## src/rtl/pc_unit.sv

```systemverilog
// RISC-Z fetch program counter: sequential increment, branch/call/return
// redirect, and a circular return-address stack with sticky over/underflow flags.
module pc_unit #(
  parameter int unsigned       WIDTH     = 10,
  parameter int unsigned       STEP      = 1,
  parameter logic [WIDTH-1:0]  RESET_VEC = '0,
  parameter int unsigned       RAS_DEPTH = 4
) (
  input  logic             clk,
  input  logic             rst,
  input  logic             stall,
  input  logic             branch_en,
  input  logic [WIDTH-1:0] branch_target,
  input  logic             call_en,
  input  logic [WIDTH-1:0] call_target,
  input  logic             ret_en,
  output logic [WIDTH-1:0] pc,
  output logic             ras_empty,
  output logic             ras_full,
  output logic             ras_ovf,
  output logic             ras_unf
);

  localparam int unsigned      PW     = $clog2(RAS_DEPTH);
  localparam int unsigned      CW     = $clog2(RAS_DEPTH + 1);
  localparam logic [WIDTH-1:0] STEP_W = WIDTH'(STEP);
  localparam logic [CW-1:0]    FULL_C = CW'(RAS_DEPTH);

  logic [WIDTH-1:0] pc_q, pc_d, pc_inc;
  logic [PW-1:0]    ptr_q, ptr_d;
  logic [CW-1:0]    cnt_q, cnt_d;
  logic             ovf_q, ovf_d, unf_q, unf_d;
  logic             push;
  logic [WIDTH-1:0] ras_q [RAS_DEPTH];

  assign pc_inc = pc_q + STEP_W;

  always_comb begin
    pc_d  = pc_q;
    ptr_d = ptr_q;
    cnt_d = cnt_q;
    ovf_d = ovf_q;
    unf_d = unf_q;
    push  = 1'b0;
    if (!stall) begin
      if (ret_en) begin
        if (cnt_q != '0) begin
          pc_d  = ras_q[ptr_q];
          ptr_d = ptr_q - PW'(1);
          cnt_d = cnt_q - CW'(1);
        end else begin
          pc_d  = pc_inc;
          unf_d = 1'b1;
        end
      end else if (call_en) begin
        // When full, the pre-incremented pointer lands on the oldest entry.
        push  = 1'b1;
        ptr_d = ptr_q + PW'(1);
        pc_d  = call_target;
        if (cnt_q == FULL_C) ovf_d = 1'b1;
        else                 cnt_d = cnt_q + CW'(1);
      end else if (branch_en) begin
        pc_d = branch_target;
      end else begin
        pc_d = pc_inc;
      end
    end
  end

  always_ff @(posedge clk) begin
    if (rst) begin
      pc_q  <= RESET_VEC;
      ptr_q <= '0;
      cnt_q <= '0;
      ovf_q <= 1'b0;
      unf_q <= 1'b0;
    end else begin
      pc_q  <= pc_d;
      ptr_q <= ptr_d;
      cnt_q <= cnt_d;
      ovf_q <= ovf_d;
      unf_q <= unf_d;
    end
  end

  always_ff @(posedge clk) begin
    if (!rst && push) ras_q[ptr_d] <= pc_inc;
  end

  assign pc        = pc_q;
  assign ras_empty = (cnt_q == '0);
  assign ras_full  = (cnt_q == FULL_C);
  assign ras_ovf   = ovf_q;
  assign ras_unf   = unf_q;

endmodule

```

## config.mk

```make
export PLATFORM = sky130hd
export DESIGN_NAME = pc_unit
export DESIGN_NICKNAME = d
export VERILOG_FILES = /design/src/rtl/pc_unit.sv
export SDC_FILE = /design/constraint.sdc
export NUM_CORES = 1
export LEC_CHECK = 0
export CORE_UTILIZATION = 54
export DETAILED_ROUTE_END_ITERATION = 10
export HOLD_SLACK_MARGIN = 0.15
export PLACE_DENSITY_LB_ADDON = 0.15
export SYNTH_ARGS = -nofsm -noshare
export SYNTH_HDL_FRONTEND = slang
export SYNTH_SLANG_ARGS = --single-unit
```

## constraint.sdc

```tcl
create_clock -name clk -period 2.4 [get_ports clk]
set_clock_uncertainty 0.1 [all_clocks]
set_input_delay 0.24 -clock clk [delete_from_list [all_inputs] [get_ports clk]]
set_output_delay 0.24 -clock clk [all_outputs]
set_load 0.005 [all_outputs]
```

After elaboration in Yosys (flattened, before gate mapping)

Memories as Yosys holds them, arrays and structs flattened. A register that Yosys moved wholly into a read port is not among the register bits.
Cells that the tools add are included.

Register bits after elaboration: 17
RAM bits: 40
Input port bits: 26
Output and inout bits: 14
Logic and storage cells: 43
Memories: 1

$add $sub $neg: 5
Equality and inequality tests: 3
Muxes and demuxes: 18
Bitwise gates (word level): 3
Reduce and logical (&&, ||, !) cells: 8

Memories:

| name  | depth | bits a word | read ports | clocked after memory_dff | wr ports | line | text |
|---|---|---|---|---|---|---|---|
| ras_q | 4     | 10          | 1          | 1                        | 1        | 34   | `logic [WIDTH-1:0] ras_q [RAS_DEPTH];` |

Operators by type and width:

| operator                                         | number |
|---|---|
| 2-to-1 mux 10 bit                                | 4 |
| 2-to-1 mux 3 bit                                 | 4 |
| adder 10 x 1 -> 10 bit, second input constant    | 1 |
| 2-to-1 mux 2 bit                                 | 5 |
| AND reduction 4 bit                              | 2 |
| 2-to-1 mux 1 bit                                 | 5 |
| adder 3 x 1 -> 3 bit, second input constant      | 1 |
| == test 3 bit, second input constant             | 1 |
| logical NOT 3 bit                                | 1 |
| inverter 1 bit                                   | 3 |
| AND reduction 3 bit                              | 1 |
| nonzero test 3 bit                               | 1 |
| subtractor 3 x 1 -> 3 bit, second input constant | 1 |
| adder 2 x 1 -> 2 bit, second input constant      | 1 |
| != test 2 x 1 -> 1 bit, second input constant    | 1 |
| != test 2 bit, second input constant             | 1 |
| nonzero test 2 bit                               | 1 |
| subtractor 2 x 1 -> 2 bit, second input constant | 1 |
| logical AND 1 bit                                | 1 |
| logical NOT 1 bit                                | 1 |

Logic depth before layout (Yosys ltp)

Word-level depth: 6
Mapped depth: 6
Gate-level depth less buffers: 5

Worst setup path before layout

Ideal clock, no wire load.

Path type: register to register
From: register cnt_q[0]
To: memory ras_q[3][0], enable pin
Library setup time: 377 ps
Data arrival time: 1553 ps
Data required time: 1923 ps
Setup slack: 369 ps
Cell stages (with the launch flop): 5
Path buffers: 1
Period minus slack after synthesis: 2031 ps
Path through: dfxtp_1 > o31a_2 > buf_2 > xor2_1 > nor2b_1

Cells in the longest elaborated chain, start to end: 4

Ends and longest elaborated chain:

| element                | line | text |
|---|---|---|
| start, declared        | 31   | `logic [CW-1:0] cnt_q, cnt_d;` |
| start signal, assigned | 80   | `cnt_q <= cnt_d;` |
| nonzero test 3 bit     | 47   | `if (cnt_q != '0) begin` |
| 2-to-1 mux 2 bit       | 47   |  |
| 2-to-1 mux 2 bit       | 46   | `if (ret_en) begin` |
| 2-to-1 mux 2 bit       | 45   | `if (!stall) begin` |
| end, declared          | 34   |  |

Every way passes these cells.

==> results.md <==
- Status: finished clean
- Gr usage total: 27.3%
- Yosys top cell area share: 44.9%
- Area grow syn2layout: 27.3%
- Crit-path max cell delay: 760 ps
- Pre-Repair DR Iteration Count: 5
- Largest family of logic cells by synthesized area: compound AO/OA/AOI/OAI gates
- Hold-fix buffers, CTS: 0
- Worst Setup Start Kind: register
- CTS Buf Count: 9
- Total internal power: 1.76 mW
- Smallest hold slack: 373 ps
- Fin crit period: 2040 ps
- Peak Freq: 489 MHz
- Post-synth EDFFs: 40
- Crit-path max FO: 9
- Max Cap Viol: 0
- Fin. Hold Viols: 0
- RSZ-0062 raised after global routing: no
- Switch share: 24.3%
- Post-synthesis cell count: 209
- DR WL/cell: 19.5 um
- Synth cell count leaders: 40 x edfxtp_1, 17 x dfxtp_1, 14 x o21ai_0, 13 x nand2_1, 11 x a21oi_1
- Synth top area cells: edfxtp_1 45%, dfxtp_1 13%, mux4_2 8.4%
- Port Buf Inserts: 39
- GPL Wtd Cong: 0.882
- # DRC: 0
- Psw: 568 uW
- Clk pin slew, worst setup/hold paths: 60 ps
- Post-synthesis mux area share: 8.79%
- Synth Register Bits: 57
- Vias per Instance: 5.99
- Register area share after synthesis: 57.6%
- Nets@finish: 293
- LEAKAGE: 1.17 nW
- Critical Path End Type: register
- Worst-path cell chain: mux4_2 -> a221oi_1 -> a31oi_1
- Core Rows: 25
- VDD IR max: 0.571 mV
- # setup viols final: 0
- Clock share of power: 35.4%
- Hold-critical path depth: 2
- # H-tree levels: 3
- Synth warn: 0
- Synth cell types: 48
- Post-DP HPWL: 4520 um
- Initial DRC count: 232
- Total core area: 4750 um2
- Mapped Nets: 237
- CTS Buffer Depth: 2
- Dominant cell type by area after synthesis: edfxtp_1
- CTS resizes: 0
- CTS root buffer: clkbuf_8
- Setup Crit Path Kind: register to register
- Antenna Violating Nets Remaining: 0
- HP Class: register to register
- Post-Route WL: 6590 um
- Top-count cell post-synth: edfxtp_1
- Slew headroom: 45.6%
- Post-CTS setup buffer count: 0
- Largest net degree at the start of global routing: 22
- Seq pwr share: 49.1%
- Final Cycle Share: 85.2%
- Io pins: 40
- Slowest cell on the critical path: dfxtp_1
- Max Slew Vio Count: 0
- GR Overflow Total: 0
- R2r worst-path depth: 3
- Ant diodes: 0
- Combinational group share of total power: 15.4%
- R2R setup slack: 360 ps
- Vias in the first global route: 2006
- CTS sink cnt: 57
- Vias: 2018
- Slew @ Worst Pin: 815 ps
- Power Total: 2.33 mW
- Synth Area in Compound Gates: 15.7%
- Die ar.: 5240 um2
- Crit path arrival time: 2130 ps
- Final Worst Setup Slack: 356 ps
- DIE WIDTH: 72.4 um
- Worst R2R Start: ptr_q[0]$_SDFF_PP0_
- Simple-Gate Fraction of Synth Area: 10.8%
- Initial Util: 56.3%
- Synth async-reset ratio: 0%
- Synthesized cell area: 2680 um2
- XOR/XNOR share of the synthesized area: 2.62%
- First-pass GRT wire length: 10100 um
- RR Endpoint: pc[5]$_SDFFE_PP0N_
- Hold EP: ras_ovf$_SDFFE_PP0P_
- Worst endpoint required time: 2490 ps
- PD cells: 684 nW/um2
- Layout cells sized above 1: 18.1%
- Avg Synthesized Cell Area: 12.8 um2
- Die Ht: 72.4 um
- Most used DFF post-synth: edfxtp_1
- Start point of the worst hold path: ras_ovf$_SDFFE_PP0P_
- Setup_tns: 0 ps
- Pre-CTS WS: 212 ps
- Skew-Pair Late Insertion Delay: 330 ps
- Post-Synth Adder-Cell Area: 1.21%
- CTS tree: built
- Initial antenna violation count: 0
-- through the flow --
| stage | utilization, % | instance area (um2) | std cells |
|---|---|---|---|
| floorplan | - | 2680 | 209 |
| global placement | 67.9 | 3230 | 321 |
| detailed placement | 67.9 | 3230 | 321 |
| CTS | 71.7 | 3410 | 337 |
| global route | 71.7 | 3410 | 337 |
| finish | 71.7 | 3410 | 337 |
-- sequential cells by signal, indices dropped and copies added (netlist names) --
signal   flops
ptr_q        2
ras_unf      1
cnt_q        3
ras_q       40
ras_ovf      1
pc          10
-- routing by layer --
layer,vias up,routed length [um],track usage (%)
met1,973,2770,36.0
met4,0,86,10.7
li1,925,-,-
met3,13,537,5.56
met2,107,3200,44.8
met5,-,0,0
-- cell type report --
| cell class | instances | area (um2) |
|---|---|---|
| Sequential cell | 57 | 1540 |
| Clock buffer | 12 | 135 |
| Tap cell | 67 | 83.8 |
| Inverter | 8 | 30.0 |
| Fill cell | 357 | 1350 |
| Clock inverter | 4 | 46.3 |
| Multi-Input combinational cell | 132 | 1050 |
| Timing Repair Buffer | 57 | 526 |
-- power by group through the flow --
| stage | registers [mW] | clock network, mW | logic [mW] |
|---|---|---|---|
| 2_1_floorplan | 1.14 | 0 | 0.211 |
| 3_3_place_gp | 1.16 | 0 | 0.350 |
| 3_5_place_dp | 1.17 | 0 | 0.357 |
| 4_1_cts | 1.15 | 0.840 | 0.358 |
| 5_1_grt | 1.15 | 0.880 | 0.385 |
| 6_report | 1.15 | 0.826 | 0.360 |
-- worst max-delay path by stage --
stage | from | end | slack, ps | depth (start not counted)
floorplan | cnt_q[0]$_SDFFE_PP0P_ | ras_q[3][0]$_DFFE_PP_ | 370 | 4
global placement | ret_en | cnt_q[2]$_SDFFE_PP0P_ | 270 | 6
detailed placement | ret_en | ras_q[1][0]$_DFFE_PP_ | 210 | 7
CTS | ptr_q[0]$_SDFF_PP0_ | pc[5]$_SDFFE_PP0N_ | 350 | 3
global route | ptr_q[0]$_SDFF_PP0_ | pc[5]$_SDFFE_PP0N_ | 230 | 3
finish | ptr_q[0]$_SDFF_PP0_ | pc[5]$_SDFFE_PP0N_ | 360 | 3
-- worst max-delay path: cells and delay by family (launching register included) --
family / cells / cell delay (ps)
AOI/OAI and AO/OA: 2 / 420
muxes: 1 / 620
DFF: 1 / 760
-- cells in the final DEF, fill, tap and decap left out, drive strengths merged, types with 3 or more instances in the layout --
cell,Yosys,final
xor2,4,4
nor2,7,7
or2,4,4
nor2b,3,3
nand2b,4,4
nor3,8,8
nand2,13,13
a21oi,11,11
a22o,7,7
clkbuf,7,12
buf,5,18
o21ai,14,14
a31oi,3,3
a221oi,9,9
clkdlybuf4s50,0,39
mux4,10,10
nand3,3,3
inv,8,8
dfxtp,17,17
o21a,3,3
xnor2,4,4
edfxtp,40,40
or3,3,3
-- cell families after synthesis --
logic type      count (synthesis)
buf+inv                        20
fa+ha+maj                       2
xor+xnor                        8
simple gates                   53
compound gates                 58
mux                            11
flops                          57
(Power assumes the default switching activity.)
